==> config.mk <==
export PLATFORM = sky130hd
export DESIGN_NAME = sign_extend_unit
export DESIGN_NICKNAME = d
export VERILOG_FILES = /design/src/rtl/sign_extend_unit.sv
export SDC_FILE = /design/constraint.sdc
export NUM_CORES = 1
export LEC_CHECK = 0
export ABC_AREA = 1
export CAP_MARGIN = 30
export CORE_UTILIZATION = 45
export DETAILED_ROUTE_END_ITERATION = 12
export GPL_ROUTABILITY_DRIVEN = 0
export PLACE_DENSITY_LB_ADDON = 0.3
export SETUP_SLACK_MARGIN = 0.02
export SLEW_MARGIN = 20
export SYNTH_ARGS = -nofsm -noshare
export SYNTH_HDL_FRONTEND = slang
export SYNTH_SLANG_ARGS = --single-unit
==> constraint.sdc <==
create_clock -name clk -period 1.3 [get_ports clk]
set_input_delay 0.325 -clock clk [delete_from_list [all_inputs] [get_ports clk]]
set_output_delay 0.325 -clock clk [all_outputs]
set_load 0.005 [all_outputs]
==> src/rtl/sign_extend_unit.sv <==
// Immediate-extension stage: widens an IN_W-bit instruction immediate to an
// OUT_W-bit operand using one of four placement modes (sign, zero, upper,
// byte-sign). The result is registered, giving exactly one cycle of latency.
// Full throughput, no back-pressure.
//
// Parameter constraints: 8 <= IN_W <= OUT_W. UPPER mode also needs
// OUT_W >= 2*IN_W. The defaults (16 -> 32) meet both.
module sign_extend_unit #(
  parameter int IN_W  = 16,
  parameter int OUT_W = 32
) (
  input  logic             clk,
  input  logic             rst,
  input  logic             in_valid,
  input  logic [1:0]       MODE,
  input  logic [IN_W-1:0]  INPUT,
  output logic [OUT_W-1:0] OUTPUT,
  output logic             out_valid
);

  localparam int PAD_W  = OUT_W - IN_W;
  localparam int BYTE_W = 8;

  typedef enum logic [1:0] {
    MODE_SIGN  = 2'b00,
    MODE_ZERO  = 2'b01,
    MODE_UPPER = 2'b10,
    MODE_BYTE  = 2'b11
  } mode_e;

  mode_e            mode_sel;
  logic [OUT_W-1:0] result_d;
  logic [OUT_W-1:0] output_q;
  logic             valid_q;

  assign mode_sel = mode_e'(MODE);

  // Select the extended operand for the requested mode; pure wiring, no arithmetic.
  always_comb begin
    // NOTE: a default before the case keeps every path assigned, so no latch is inferred.
    result_d = '0;
    unique case (mode_sel)
      MODE_SIGN:  result_d = {{PAD_W{INPUT[IN_W-1]}}, INPUT};
      MODE_ZERO:  result_d = {{PAD_W{1'b0}}, INPUT};
      MODE_UPPER: result_d = {INPUT, {PAD_W{1'b0}}};
      MODE_BYTE:  result_d = {{(OUT_W-BYTE_W){INPUT[BYTE_W-1]}}, INPUT[BYTE_W-1:0]};
      default:    result_d = '0;
    endcase
  end

  // Output register: reset wins; otherwise capture on in_valid and hold while idle.
  always_ff @(posedge clk) begin
    // NOTE: non-blocking assignments here so every register samples pre-edge values.
    if (rst) begin
      output_q <= '0;
      valid_q  <= 1'b0;
    end else begin
      valid_q <= in_valid;
      if (in_valid) begin
        output_q <= result_d;
      end
    end
  end

  assign OUTPUT    = output_q;
  assign out_valid = valid_q;

endmodule

; After elaboration in Yosys (flattened, before gate mapping)
; Index checks and enable logic that the tools add are counted.
[word_totals]
reg_bits = 33
input_bits = 21
output_inout_bits = 33
wordCells = 7
[classes]
n_eq_ne = 3
mux = 1
n_reduce_logical = 1
[ops]
columns = cell, n
row1 = $pmux 32 s4, 1
row2 = $eq 2x2->1 const B, 2
row3 = $eq 2x1->1 const B, 1
row4 = $logic_not 2->1, 1

; Logic depth before layout (Yosys ltp)
; Gate-level depths: netlist of run 1.
[depth]
word_depth = 2
ltp_mapped = 6
mapped_depth_nobuf = 5

; Worst setup path after synthesis of run 1
; Ideal clock, no wire load.
[synth_path]
path_type = input -> register
startpoint = in rst
endpoint = reg output_q[24], in the netlist OUTPUT[24]
setup_time_ns = 0.064
arrival_time_ns = 0.932
required_time_ns = 1.236
setup_slack_ns = 0.304
path_stages = 5
path_buffers = 2
path_cell_list = buf_2 > inv_1 > buf_2 > o21ai_0 > nor2_1
[synth_lines]
columns = element, line_no
row1 = from (decl), 13  ; input logic rst,
row2 = to (signal assigned), 60  ; output_q <= result_d;
row3 = to (decl), 33  ; logic [OUT_W-1:0] output_q;

; Worst setup path in the final report of run 1
[layout_path]
startpoint = reg output_q[7], in the netlist OUTPUT[7]
endpoint = out OUTPUT[7]
[layout_lines]
columns = element, line_no
row1 = to (decl), 17  ; output logic [OUT_W-1:0] OUTPUT,
; No word-level cell between the ends.

==> impl_metrics.yaml, run 1 <==
worst_setup_path:
  r2r_setup_slack_ns: 0.53
  reg2reg_depth: 5
  cp_num_cells: 1
  cp-startpoint: "OUTPUT[7]"
  slowest_delay_ns: 0.33
  cp_data_arrival_time_ns: 0.92
  crit_path_cell_trace: "dlygate4sd2_1"
  r2r_start: "OUTPUT[16]"
  startpoint_type: "register"
  crit_buf_inv: 1
  crit_path_max_fanout: 2
  worstPathRequired_ns: 0.98
  crit_family: "flip-flops"
  path_class: "reg2out"
  r2r-end: "OUTPUT[16]"
  cp_slowest_cell: "dfxtp_2"
  worst_setup_path_end_kind: "output pin"
  crit_path_end: "OUTPUT[7]"
logic_synthesis:
  syn_nets: 200
  synth_top_cell_by_area: "dfxtp_1"
  synthCells: 179
  synth_top_area_share: 0.495
  synth.distinct_cells: 15
  syn_area_mm2: 0.00133
  syn_area_per_cell_um2: 7.45
  seq_area_frac_synth: 0.495
  synth.top_cells.by_area: "dfxtp_1 (50%), nand2_1 (12%), a21oi_1 (11%)"
  ys_seq_elements: 33
  yosysWarnings: 0
drt:
  via_count: 1434
  firstDrtPassIters: 6
  drc: 0
  drt_iter0_drc: 59
  wl_um: 3660
  ant_nets: 0
  viasPerCell: 5.18
  wl_per_cell_um: 13.2
floorplanning:
  die_h_um: 56.4
  ios: 54
  die_x_um: 56.4
  initial_core_util: 0.480
  num_rows: 19
  core_mm2: 0.00278
  dieArea_mm2: 0.00319
sta:
  skew_ns: 0
  period_minus_slack_ns: 1.25
  max_freq_ghz: 0.801
  slew_viol_final: 0
  rsz0062_at_grt: "no"
  hold_viol: 0
  post-route-period-util: 0.960
  setup_viol: 0
  hold_ws_ns: 0.462
  slew_headroom: 0.808
  finalSetupTns_ns: 0
  worstMarginPinSlew_ns: 0.286
pwr:
  switchingPower_uw: 565
  clkPwrFrac: 0.302
  ir_drop_uv: 940
  power_frac_comb: 0.184
  p_seq_frac: 0.513
  cellLeakagePower_uw: 0.000934
  p_sw_frac: 0.259
  p_int_uw: 1610
  p_per_area_mw_per_mm2: 1050
clock_network:
  tritoncts: "built"
  clk_path_buf_depth: 2
  cts_made_buffers: 5
  clk_latency_ns: 0.33
  root_buffer: "clkbuf_4"
  hold_buffers: 0
  clock_sinks: 33
  clkSlewWorstSetupHoldPaths_ns: 0.10
  htreeDepth: 2
global_route:
  grt_pass1_wl_um: 5950
  grt_overflow_total: 0
  grt_start_max_net_pins: 26
  grt_pass1_vias: 1361
  grt.total_usage: 0.238
  antenna_found_initial: 0
finish:
  area_delta_synth_final_pct: 55.6
  final_area_mm2: 0.00208
  drive_above_1_share: 0.252
  n_antenna_cell: 0
  nNetsFinal: 266
  multi_input_area_um2: 602
  seqCellArea_um2: 697
  fillers: 216
job:
  cap_violations: 0
place:
  io_buffers: 53
  place_hpwl_um: 2600
  post_dp_cell_area_mm2: 0.00196
min_path:
  hold_class: "reg2reg"
run_status:
  outcome: "finished, final reports clean"
-- worst min path at each step --
stage	from	end	slack, ns	depth (start not counted)
global placement	OUTPUT[0]	OUTPUT[0]	0.45	2
global route	OUTPUT[4]	OUTPUT[4]	0.49	2
detailed placement	OUTPUT[2]	OUTPUT[2]	0.45	2
CTS	OUTPUT[5]	OUTPUT[5]	0.46	2
finish	OUTPUT[2]	OUTPUT[2]	0.46	2
floorplan	OUTPUT[0]	OUTPUT[0]	0.46	2
-- sequential cells by signal, summed over array words and instances (netlist names) --
name	flops
out_valid	1
OUTPUT	32
-- synthesized netlist by cell type --
cell,count
a21oi_1,28
buf_2,7
buf_4,1
buf_6,1
clkbuf_1,2
dfxtp_1,33
inv_1,2
inv_2,2
nand2_1,43
nand2_2,3
nand2_4,1
nand3_1,14
nand3_2,1
nor2_1,16
o21ai_0,25
-- kinds of logic (layout without fill, tap and decap cells) --
group / Yosys count / in the layout / share of synthesized area
AND/OR/NAND/NOR: 78 / 78 / 0.249
flip-flops: 33 / 33 / 0.495
AO/OA/AOI/OAI: 53 / 53 / 0.199
buffers and inverters: 15 / 82 / 0.0572
-- power by group through the flow --
stage | registers (uW) | clock network (uW) | logic (uW)
after floorplan | 1130 | 0 | 159
after global placement | 1130 | 0 | 416
after detailed placement | 1130 | 0 | 422
after CTS | 1110 | 675 | 387
after global routing | 1130 | 719 | 438
final | 1120 | 659 | 401
-- layout by cell type, fill, tap and decap left out, types with 4 or more instances in the layout --
| master | instances |
|---|---|
| nand2_1 | 43 |
| nand3_1 | 14 |
| dfxtp_2 | 29 |
| nor2_1 | 16 |
| clkbuf_4 | 5 |
| clkdlybuf4s15_1 | 22 |
| dlygate4sd2_1 | 10 |
| clkdlybuf4s50_1 | 20 |
| dfxtp_1 | 4 |
| buf_4 | 16 |
| a21oi_1 | 28 |
| o21ai_0 | 24 |
-- what timing repair did --
action / CTS / global route
endpoints found under the setup margin: 33 / 30
hold endpoints to repair: 0 / 0
setup buffers: 2 / 1
gates resized for setup: 58 / 30
-- per-layer routing --
layer | share of wire | routed length [um] | global-route usage | vias to the layer above
li1 | - | - | - | 725
met1 | 0.41 | 1490 | 0.271 | 642
met2 | 0.51 | 1850 | 0.417 | 60
met3 | 0.069 | 253 | 0.0760 | 7
met4 | 0.018 | 66 | 0.0767 | 0
met5 | 0 | 0 | 0 | -
-- through the flow --
step	utilization	std cells	setup slack, ns	power (uW)
2_1_floorplan	-	179	0.304	1290
5_1_grt	0.746	277	0.0218	2280
3_5_place_dp	0.704	266	-0.300	1550
3_3_place_gp	0.704	266	-0.206	1540
4_1_cts	0.731	276	0.0271	2180
6_report	0.746	277	0.0514	2180
-- area by class of cell --
| class | count | share of cell area |
|---|---|---|
| clock buffer | 7 | 0.0313 |
| clock inverter | 1 | 0.00241 |
| inverter | 4 | 0.00723 |
| multi-input combinational | 131 | 0.290 |
| sequential | 33 | 0.336 |
| tap | 31 | 0.0187 |
| timing repair buffer | 70 | 0.315 |
(Power assumes the default switching activity.)
==> run 2: changes to the inputs <==
CORE_UTILIZATION = 42   (was 45)
clock period = 1.4 ns   (was 1.3 ns; I/O delays follow)
==> impl_metrics.yaml, run 2 (synthesis results as in run 1) <==
drt:
  drt_iter0_drc: 58
  viasPerCell: 5.00
  firstDrtPassIters: 4
  wl_um: 3370
  drc: 0
  via_count: 1421
  wl_per_cell_um: 11.9
  ant_nets: 0
worst_setup_path:
  startpoint_type: "register"
  crit_path_max_fanout: 2
  worstPathRequired_ns: 1.05
  worst_setup_path_end_kind: "output pin"
  cp_data_arrival_time_ns: 0.92
  path_class: "reg2out"
  crit_path_cell_trace: "dlygate4sd2_1"
  crit_buf_inv: 1
  cp_slowest_cell: "dfxtp_2"
  crit_family: "flip-flops"
  slowest_delay_ns: 0.33
floorplanning:
  dieArea_mm2: 0.00341
  ios: 54
  core_mm2: 0.00303
  die_x_um: 58.4
  num_rows: 20
  initial_core_util: 0.440
  die_h_um: 58.4
place:
  io_buffers: 53
  place_worst_setup_slack_ns: -0.153
  place_hpwl_um: 2380
global_route:
  grt_start_max_net_pins: 26
  grt_pass1_wl_um: 5420
  antenna_found_initial: 0
  grt.total_usage: 0.211
  grt_pass1_vias: 1230
  use_met1: 0.243
  grt.busiest_layer: "met2"
  use_met2: 0.346
  grt_overflow_total: 0
  grt.met3_usage: 0.0791
sta:
  max_freq_ghz: 0.787
  hold_viol: 0
  slew_headroom: 0.778
  finalWorstSetupSlack_ns: 0.129
  rsz0062_at_grt: "no"
  setup_viol: 0
  finalSetupTns_ns: 0
  skew_ns: 0
  period_minus_slack_ns: 1.27
  worstMarginPinSlew_ns: 0.332
  slew_viol_final: 0
  post-route-period-util: 0.908
clock_network:
  tritoncts: "built"
  clk_path_buf_depth: 2
  htreeDepth: 2
  cts_made_buffers: 5
  clkSlewWorstSetupHoldPaths_ns: 0.10
  root_buffer: "clkbuf_4"
  clock_sinks: 33
  clk_latency_ns: 0.33
  hold_buffers: 0
pwr:
  cellLeakagePower_uw: 0.000957
  ir_drop_uv: 536
  p_per_area_mw_per_mm2: 957
finish:
  nNetsFinal: 261
  n_antenna_cell: 0
  drive_above_1_share: 0.217
  mostFrequentLayoutCell: "nand2_1"
  final_cell_mix: "nand2_1 (43), dlygate4sd2_1 (33), a21oi_1 (28), dfxtp_2 (27), o21ai_0 (25)"
  largest_register_ffs: 32
  area_delta_synth_final_pct: 50.6
job:
  cap_violations: 0
min_path:
  hold_class: "reg2reg"
run_status:
  outcome: "finished, final reports clean"
[run 2: cell count changes in the layout (fill, tap and decap cells not counted), sizes merged]
cell | before | now
clkdlybuf4s15 | 22 | 0
clkinv | 1 | 0
buf | 17 | 12
clkbuf | 8 | 7
dlygate4sd2 | 10 | 33
[run 2: per-stage QoR]
stage	cell area, um^2	hold slack, ns	util	std cells	power [uW]
final	2010	0.462	0.663	284	1920
after global routing	2010	0.479	0.663	284	2010
after CTS	2010	0.462	0.663	284	1930
after detailed placement	1950	0.453	0.645	276	1430
after global placement	1950	0.455	0.645	276	1430
after floorplan	1330	0.461	-	179	1200
[run 2: what timing repair did]
item / CTS / global route
resized for setup: 60 / 0
endpoints found under the setup margin: 33 / 0
buffers inserted: 1 / 0
[run 2: worst paths after layout]
kind | from | to | slack (ns) | depth (start not counted)
setup / recovery | OUTPUT[15] | OUTPUT[15] | 0.13 | 1
setup reg to reg | OUTPUT[23] | OUTPUT[23] | 0.63 | 3
hold reg to reg | OUTPUT[6] | OUTPUT[6] | 0.46 | 2
hold / removal | OUTPUT[6] | OUTPUT[6] | 0.46 | 2
[run 2: cell type report]
class                   instances  area, um^2
repair buffers                 65         592
flip-flops and latches         33         694
multi-input cells             131         597
well taps                      44        55.1
clock buffers                   7        55.1
fillers                       274        1020
inverters                       4        15.0
[run 2: power breakdown]
group          total (uW)  internal, uW  switching, uW  leakage, uW
clock network         540           237            303    0.0000314
registers            1030          1010           26.2     0.000282
logic                 347           181            167     0.000643
[run 2: routing by layer]
metal,routed length (um),vias to the layer above
li1,-,717
met1,1480,636
met2,1530,57
met3,276,11
met4,84,0
met5,0,-
==> run 3: changes to the inputs <==
CAP_MARGIN = unset   (was 30)
RECOVER_POWER = 100   (was unset)
SETUP_SLACK_MARGIN = 0.05   (was 0.02)
==> impl_metrics.yaml, run 3 (synthesis results as in run 1) <==
sta:
  rsz0062_at_grt: "no"
  hold_viol: 0
  slew_headroom: 0.787
  setup_viol: 0
  worstMarginPinSlew_ns: 0.320
  finalSetupTns_ns: 0
  skew_ns: 0
  post-route-period-util: 0.924
  max_freq_ghz: 0.773
  period_minus_slack_ns: 1.29
  slew_viol_final: 0
  finalWorstSetupSlack_ns: 0.106
finish:
  n_antenna_cell: 0
  drive_above_1_share: 0.0958
  largest_register_ffs: 32
  final_cell_mix: "nand2_1 (43), dfxtp_1 (33), dlygate4sd2_1 (33), a21oi_1 (28), o21ai_0 (25)"
  area_delta_synth_final_pct: 47.1
  mostFrequentLayoutCell: "nand2_1"
  seqCellArea_um2: 661
  nNetsFinal: 261
  multi_input_area_um2: 597
  fillers: 299
pwr:
  cellLeakagePower_uw: 0.000939
  p_per_area_mw_per_mm2: 972
  ir_drop_uv: 542
  finalPower_uw: 1910
worst_setup_path:
  crit_path_max_fanout: 9
  cp_data_arrival_time_ns: 1.56
  r2r_start: "OUTPUT[23]"
  startpoint_type: "input pin"
  r2r-end: "OUTPUT[23]"
  r2r_setup_slack_ns: 0.64
  path_class: "in2reg"
  worstPathRequired_ns: 1.66
  reg2reg_depth: 3
  worst_setup_path_end_kind: "register"
drt:
  wl_per_cell_um: 11.8
  firstDrtPassIters: 4
  wl_um: 3350
  drt_iter0_drc: 60
  drc: 0
  via_count: 1429
  ant_nets: 0
  viasPerCell: 5.03
clock_network:
  tritoncts: "built"
  htreeDepth: 2
  clock_sinks: 33
  clk_latency_ns: 0.32
  clk_path_buf_depth: 2
  hold_buffers: 0
  clkSlewWorstSetupHoldPaths_ns: 0.09
  root_buffer: "clkbuf_4"
  cts_made_buffers: 5
global_route:
  grt_pass1_wl_um: 5420
  grt_start_max_net_pins: 26
  antenna_found_initial: 0
  grt_pass1_vias: 1230
  grt.total_usage: 0.211
  grt_overflow_total: 0
floorplanning:
  die_x_um: 58.4
  num_rows: 20
  core_mm2: 0.00303
  dieArea_mm2: 0.00341
  ios: 54
  die_h_um: 58.4
  initial_core_util: 0.440
job:
  cap_violations: 0
run_status:
  outcome: "finished, final reports clean"
place:
  io_buffers: 53
  place_hpwl_um: 2380
  place_worst_setup_slack_ns: -0.153
min_path:
  hold_class: "reg2reg"
  min-delay-start: "OUTPUT[6]"
  hold_path_depth: 2
  worstHoldEndpoint: "OUTPUT[6]"
run 3: changes by cell type in the layout (fill, tap and decap cells not counted), sizes merged:
cell | previous run | this run
buf | 12 | 7
clkbuf | 7 | 12
clkdlybuf4s50 | 20 | 19
dlygate4sd3 | 0 | 1
run 3: worst max-delay path: stages:
cell and delay [ns]:
dlygate4sd3_1 0.67, nand3_2 0.15, clkbuf_2 0.21, a21oi_1 0.17
run 3: final cells by class:
type,instances,share of cell area
repair buffers,65,0.295
inverters,4,0.00765
multi-input cells,131,0.304
well taps,44,0.0281
flip-flops and latches,33,0.337
clock buffers,7,0.0281
run 3: per-stage QoR:
stage | instance area (um^2) | hold WS (ns) | instances | utilization
2_1_floorplan | 1330 | 0.461 | 179 | -
3_3_place_gp | 1950 | 0.455 | 276 | 0.645
3_5_place_dp | 1950 | 0.453 | 276 | 0.645
4_1_cts | 2010 | 0.462 | 284 | 0.663
5_1_grt | 1960 | 0.486 | 284 | 0.648
6_report | 1960 | 0.465 | 284 | 0.648
run 3: metal layers:
| metal | global-route usage | vias to the layer above | wire, um |
|---|---|---|---|
| met5 | 0 | - | 0 |
| met4 | 0.0986 | 0 | 97 |
| met3 | 0.0791 | 12 | 288 |
| met2 | 0.346 | 62 | 1520 |
| met1 | 0.243 | 636 | 1440 |
| li1 | - | 719 | - |
run 3: worst max path at each step:
stage,startpoint,end
2_1_floorplan,rst,OUTPUT[24]
3_3_place_gp,in_valid,OUTPUT[17]
3_5_place_dp,in_valid,OUTPUT[16]
4_1_cts,OUTPUT[22],OUTPUT[22]
5_1_grt,MODE[1],OUTPUT[28]
6_report,MODE[1],OUTPUT[31]
run 3: what timing repair did:
action,in CTS,in global routing
gates resized for setup,60,0
setup endpoints to repair,33,0
setup buffers,1,0
run 3: where the power goes:
group / internal [uW] / switching [uW] / leakage [uW]
clock: 237 / 303 / 0.0000314
sequential: 999 / 26.1 / 0.000272
combinational: 176 / 166 / 0.000635
